===== src/rtl/stack_pkg.sv =====
// Shared types for the stack router merge path: flit layout and the
// arbiter / per-input state encodings.
package stack_pkg;
  localparam int FLIT_W_DEF = 11;
  localparam int TAIL_BIT   = FLIT_W_DEF - 1;

  typedef logic [FLIT_W_DEF-1:0] flit_t;

  typedef enum logic {ARB_IDLE = 1'b0, ARB_LOCK = 1'b1} arb_state_e;
  typedef enum logic {IN_SYNC = 1'b0, IN_LIVE = 1'b1} in_state_e;
endpackage


===== src/rtl/flit_fifo.sv =====
// Per-input flit buffer: show-ahead head word, registered full/empty derived
// from an occupancy count one bit wider than the pointers.
module flit_fifo #(
  parameter int FLIT_W = 11,
  parameter int DEPTH  = 8
) (
  input  logic              clk,
  input  logic              reset,
  input  logic              wr_en,
  input  logic [FLIT_W-1:0] wr_data,
  input  logic              rd_en,
  output logic [FLIT_W-1:0] rd_data,
  output logic              full,
  output logic              empty
);
  localparam int AW = $clog2(DEPTH);
  localparam int CW = AW + 1;

  logic [FLIT_W-1:0] mem [DEPTH];
  logic [AW-1:0]     wr_ptr, rd_ptr;
  logic [CW-1:0]     count, count_next;
  logic              do_wr, do_rd;

  assign do_wr   = wr_en && !full;
  assign do_rd   = rd_en && !empty;
  assign rd_data = mem[rd_ptr];

  always_comb begin
    count_next = count;
    if (do_wr && !do_rd)      count_next = count + CW'(1);
    else if (do_rd && !do_wr) count_next = count - CW'(1);
  end

  always_ff @(posedge clk) begin
    if (do_wr) mem[wr_ptr] <= wr_data;
  end

  // Pointers wrap naturally because DEPTH is a power of two.
  always_ff @(posedge clk) begin
    if (reset) begin
      wr_ptr <= '0;
      rd_ptr <= '0;
      count  <= '0;
      full   <= 1'b0;
      empty  <= 1'b1;
    end else begin
      if (do_wr) wr_ptr <= wr_ptr + AW'(1);
      if (do_rd) rd_ptr <= rd_ptr + AW'(1);
      count <= count_next;
      full  <= (count_next == CW'(DEPTH));
      empty <= (count_next == '0);
    end
  end
endmodule


===== src/rtl/stack_packet_merge.sv =====
// Packet-atomic round-robin merge of NUM_IN flit streams onto one output,
// with optional per-input resync that drops partial packets after reset.
module stack_packet_merge
  import stack_pkg::*;
#(
  parameter int NUM_IN     = 2,
  parameter int FLIT_W     = FLIT_W_DEF,
  parameter int FIFO_DEPTH = 8,
  parameter int RESYNC     = 1,
  localparam int GW        = (NUM_IN > 1) ? $clog2(NUM_IN) : 1
) (
  input  logic                     clk,
  input  logic                     reset,
  input  logic [NUM_IN*FLIT_W-1:0] in_data,
  input  logic [NUM_IN-1:0]        in_valid,
  output logic [NUM_IN-1:0]        in_ready,
  output logic [FLIT_W-1:0]        out_data,
  output logic                     out_valid,
  input  logic                     out_ready,
  output logic [GW-1:0]            out_grant,
  output logic [NUM_IN-1:0]        in_synced,
  output logic [15:0]              pkt_cnt
);
  typedef struct packed {
    arb_state_e  state;
    logic [GW-1:0] idx;
    logic [GW-1:0] rr_ptr;
  } arb_t;

  arb_t              arb_q, arb_d;
  logic [FLIT_W-1:0] head [NUM_IN];
  logic [NUM_IN-1:0] fifo_full, fifo_empty, fifo_wr, live, avail, pop;
  logic [NUM_IN-1:0] avail_rot;
  logic              pick_found;
  logic [GW:0]       pick_sum;
  logic [GW-1:0]     pick, sel;
  logic              have_src, load, out_free, sel_tail;
  logic [FLIT_W-1:0] head_sel;

  function automatic logic [GW-1:0] wrap_inc(input logic [GW-1:0] v);
    return (v == GW'(NUM_IN - 1)) ? '0 : v + GW'(1);
  endfunction

  for (genvar i = 0; i < NUM_IN; i++) begin : g_ch
    logic [FLIT_W-1:0] flit;
    in_state_e         st;

    assign flit = in_data[i*FLIT_W +: FLIT_W];

    // In SYNC every offered flit is swallowed; a tail marks a packet boundary.
    always_ff @(posedge clk) begin
      if (reset) begin
        if (RESYNC != 0) st <= IN_SYNC;
        else             st <= IN_LIVE;
      end else if (st == IN_SYNC && in_valid[i] && flit[FLIT_W-1]) begin
        st <= IN_LIVE;
      end
    end

    assign live[i]     = (st == IN_LIVE);
    assign in_ready[i] = live[i] ? !fifo_full[i] : 1'b1;
    assign fifo_wr[i]  = live[i] && in_valid[i] && !fifo_full[i];

    flit_fifo #(.FLIT_W(FLIT_W), .DEPTH(FIFO_DEPTH)) u_fifo (
      .clk     (clk),
      .reset   (reset),
      .wr_en   (fifo_wr[i]),
      .wr_data (flit),
      .rd_en   (pop[i]),
      .rd_data (head[i]),
      .full    (fifo_full[i]),
      .empty   (fifo_empty[i])
    );
  end

  assign in_synced = live;
  assign avail     = live & ~fifo_empty;

  // Rotate so bit 0 is rr_ptr; the first set bit is the round-robin winner.
  always_comb begin
    avail_rot  = NUM_IN'({avail, avail} >> arb_q.rr_ptr);
    pick_found = 1'b0;
    pick_sum   = '0;
    for (int k = 0; k < NUM_IN; k++) begin
      if (!pick_found && avail_rot[k]) begin
        pick_found = 1'b1;
        pick_sum   = {1'b0, arb_q.rr_ptr} + (GW+1)'(k);
      end
    end
    if (pick_sum >= (GW+1)'(NUM_IN)) pick = GW'(pick_sum - (GW+1)'(NUM_IN));
    else                             pick = GW'(pick_sum);
  end

  always_ff @(posedge clk) begin
    if (reset) arb_q <= '{state: ARB_IDLE, idx: '0, rr_ptr: '0};
    else       arb_q <= arb_d;
  end

  always_comb begin
    arb_d = arb_q;
    case (arb_q.state)
      ARB_IDLE: begin
        if (pick_found) begin
          if (load && sel_tail) begin
            arb_d.rr_ptr = wrap_inc(pick);
          end else begin
            arb_d.state = ARB_LOCK;
            arb_d.idx   = pick;
          end
        end
      end
      ARB_LOCK: begin
        if (load && sel_tail) begin
          arb_d.state  = ARB_IDLE;
          arb_d.rr_ptr = wrap_inc(arb_q.idx);
        end
      end
      default: arb_d = arb_q;
    endcase
  end

  // While locked only the owner may feed the output, even if it runs dry.
  always_comb begin
    out_free = !out_valid || out_ready;
    if (arb_q.state == ARB_LOCK) begin
      sel      = arb_q.idx;
      have_src = avail[arb_q.idx];
    end else begin
      sel      = pick;
      have_src = pick_found;
    end
    load     = out_free && have_src;
    head_sel = head[sel];
    sel_tail = head_sel[FLIT_W-1];
    pop      = load ? (NUM_IN'(1) << sel) : '0;
  end

  always_ff @(posedge clk) begin
    if (reset) begin
      out_valid <= 1'b0;
      out_data  <= '0;
      out_grant <= '0;
      pkt_cnt   <= '0;
    end else begin
      if (out_free) out_valid <= have_src;
      if (load) begin
        out_data  <= head_sel;
        out_grant <= sel;
      end
      if (out_valid && out_ready && out_data[FLIT_W-1]) pkt_cnt <= pkt_cnt + 16'd1;
    end
  end
endmodule

===== config.mk =====
export PLATFORM = sky130hd
export DESIGN_NAME = stack_packet_merge
export DESIGN_NICKNAME = d
export VERILOG_FILES = /design/src/rtl/stack_pkg.sv /design/src/rtl/flit_fifo.sv /design/src/rtl/stack_packet_merge.sv
export SDC_FILE = /design/constraint.sdc
export NUM_CORES = 1
export LEC_CHECK = 0
export BUFFER_PORTS_ARGS = -buffer_cell sky130_fd_sc_hd__buf_2
export CORE_UTILIZATION = 60
export DETAILED_ROUTE_END_ITERATION = 12
export GPL_ROUTABILITY_DRIVEN = 1
export PLACE_DENSITY_LB_ADDON = 0.08
export REMOVE_ABC_BUFFERS = 1
export SLEW_MARGIN = 20
export SYNTH_ARGS = -nofsm -noshare
export SYNTH_HDL_FRONTEND = slang
export SYNTH_SLANG_ARGS = --single-unit
export TNS_END_PERCENT = 20

===== constraint.sdc =====
create_clock -name clk -period 3.1 [get_ports clk]
set_input_delay 0.155 -clock clk [delete_from_list [all_inputs] [get_ports clk]]
set_output_delay 0.155 -clock clk [all_outputs]
set_load 0.03 [all_outputs]

==> impl_metrics.py <==
metrics = {
    "outcome": {
        "status": "completed",
    },
    "clocking": {
        "path_clk_slew_ps": 60,
        "clockBufferDepth": 3,
        "worstSkewPairLatency_ps": 510,
        "cts.sinks": 240,
        "cts_root_buf": "clkbuf_16",
        "cts_tree": "yes",
        "htree_levels": 1,
        "cts_buffers": 24,
    },
    "setup_path": {
        "reg2reg_from": "g_ch[0].st",
        "worst_ep_arrival_time_ps": 2830,
        "cp-startpoint": "g_ch[0].st",
        "rr_worst_depth": 6,
        "critPathMaxFanout": 22,
        "r2r_slack_ps": 680,
        "cp-endpoint": "g_ch[0].u_fifo.full",
        "critPathCaptureType": "flop",
        "timing.rr.end": "g_ch[0].u_fifo.full",
        "required_ps": 3520,
        "setup.worst_path.start_class": "flop",
        "path_class": "reg2reg",
    },
    "detailed_routing": {
        "drt_wl_total_um": 17600,
        "num_vias": 5215,
        "vias_per_cell": 5.687,
        "drt_first_pass_iters": 4,
        "drtIter0Drc": 314,
        "wl_per_cell_um": 19.19,
        "drc": 0,
        "drtAntennaViolNets": 0,
    },
    "floorplan": {
        "die-area_mm2": 0.01628,
        "dieHeight_um": 127.6,
        "core_mm2": 0.01531,
        "die_w_um": 127.6,
        "initial_core_util": 0.6179,
        "rows": 45,
        "ios": 60,
    },
    "sta": {
        "period_needed_ps": 2419,
        "slew_violations": 0,
        "tightest_slew_ps": 662.3,
        "finalCritPeriodShare": 0.7802,
        "rsz0062_at_grt": "no",
        "fin_worst_skew_ps": 15.20,
        "max_slew_margin": 0.5578,
        "tns_ps": 0,
        "max_freq_mhz": 413.4,
        "hold_viol": 0,
        "finalSetupViolations": 0,
    },
    "yosys": {
        "ys_warn_count": 0,
        "ys_seq_elements": 240,
        "synth.distinct_cells": 47,
        "synthTopCellsByArea": "edfxtp_1 (56%), dfxtp_1 (14%), mux4_2 (10%), mux2_2 (2.5%), nor2_1 (1.9%)",
        "synth-edff-count": 176,
        "syn_area_per_cell_um2": 16.23,
        "synth_common_cells": "edfxtp_1 (176), dfxtp_1 (64), nor2_1 (49)",
        "synth_area_mm2": 0.009463,
        "synthArstFlopShare": 0,
        "syn_inst": 583,
        "synth_flop_cell": "edfxtp_1",
        "synth_top_area_cell": "edfxtp_1",
        "yosysSeqAreaShare": 0.6939,
        "synth_top_area_frac": 0.5585,
        "synth_most_common_cell": "edfxtp_1",
    },
    "global_route": {
        "grt_max_degree": 42,
        "grt_pass1_vias": 5351,
        "antenna_found_initial": 0,
        "grtUsageTotal": 0.2279,
        "grt_overflow": 0,
        "grt_pass1_wl_um": 28030,
    },
    "power_and_ir_drop": {
        "p_leak_nw": 3.775,
        "p_per_area_mw_per_mm2": 634.5,
        "finalPower_mw": 7.008,
        "ir_drop_v": 0.0005164,
    },
    "placement": {
        "port_buffers": 59,
        "hpwlAfterDp_um": 10980,
        "gp_congestion": 0.7403,
    },
    "finish": {
        "num-fill-cells": 1020,
        "diodes": 0,
        "area_delta_synth_final_pct": 16.71,
        "nets": 724,
        "drive_gt1_frac": 0.2748,
    },
    "run": {
        "max_cap_violations": 0,
    },
    "hold_path": {
        "hold_class": "in2reg",
    },
}
## timing repair
action	in CTS	in global routing
gates resized for setup	0	0
endpoints found under the hold margin	178	0
hold buffers	24	0
setup buffers	0	0
## power breakdown
group / internal (mW) / leakage [nW] / switching [mW]
clock network: 1.50 / 0.358 / 1.15
logic: 0.338 / 1.31 / 0.399
registers: 3.54 / 2.10 / 0.0798
## placed cells by master (no fill, tap or decap), types with 6 or more instances in the layout
master         synthesis  final
xnor2_1               11     11
xor2_1                16     16
edfxtp_1             176    176
nor2_1                49     49
dlygate4sd3_1          0     24
nor3_1                10     10
and3_1                 6      6
clkbuf_1              19      7
inv_1                  7      7
mux4_2                44     44
a21oi_1               21     21
nand3_1                7      7
nand2_1               37     37
ha_1                   9      9
dfxtp_1               64     64
buf_4                  2     24
a22oi_1               10     10
buf_2                  5     59
nand2b_1               8      8
clkbuf_16              0     25
mux2i_1                6      6
mux2_2                21     21
a211oi_1               7      7
## layout make-up
type	count	area, um2	area share
clock buffers	33	665.6	0.06027
clock inverters	11	57.56	0.005211
inverters	7	26.28	0.002379
multi-input cells	308	2749	0.2489
flip-flops and latches	240	6566	0.5945
well taps	211	264.0	0.02390
repair buffers	107	715.7	0.06480
## worst max-delay path, cell delays in order, from the launching register on
cell and delay, ps:
dfxtp_1 410, or4b_4 490, o211ai_1 110, o2111a_2 590
mux2i_1 360, xor2_1 140, nor4_1 230
## flip-flops by register name, indices dropped and copies added (netlist names), named ones only
register / count
g_ch.u_fifo.wr_ptr: 6
arb_q: 3
g_ch.u_fifo.count: 8
out_grant: 1
out_data: 11
g_ch.u_fifo.full: 2
g_ch.st: 2
out_valid: 1
g_ch.u_fifo.rd_ptr: 6
g_ch.u_fifo.mem: 176
g_ch.u_fifo.empty: 2
pkt_cnt: 16
## worst min-delay path by stage
stage / startpoint / endpoint / slack (ps) / depth (start not counted)
after floorplan: reset / g_ch[0].u_fifo.wr_ptr[1] / 220 / 1
after global placement: in_valid[0] / g_ch[0].st / 400 / 3
after detailed placement: in_valid[1] / g_ch[1].st / 410 / 3
after CTS: out_ready / out_valid / 10 / 3
after global routing: out_ready / out_valid / 60 / 3
final: out_ready / out_valid / 30 / 3
## routing by layer
metal  wire [um]  share of wire  up-vias  track usage
met4         293          0.017        0      0.05882
met5           0              0        -            0
met1        7584           0.43     2613       0.3026
met2        8786           0.50      142       0.3905
met3         932          0.053       21      0.04397
li1            -              -     2439            -
## logic make-up (layout without fill, tap and decap cells)
logic type / after synthesis / in the layout / synth area share
flops: 240 / 240 / 0.6939
simple gates: 145 / 145 / 0.07470
mux: 71 / 71 / 0.1361
compound gates: 53 / 53 / 0.03768
buf+inv: 35 / 158 / 0.01692
xor+xnor: 28 / 28 / 0.02671
fa+ha+maj: 11 / 11 / 0.01402
## through the flow
step | hold WS [ps] | instance area, um2 | std cells | worst slack, ps | utilization
finish | 28.64 | 11040 | 917 | 681.2 | 0.7212
global route | 62.38 | 11040 | 917 | 504.8 | 0.7212
CTS | 12.29 | 11040 | 917 | 703.2 | 0.7212
detailed placement | 413.3 | 10080 | 849 | 719.2 | 0.6583
global placement | 400.7 | 10080 | 849 | 795.9 | 0.6583
floorplan | 224.1 | 9329 | 555 | 556.8 | -
Power figures use the tool's default switching activity.
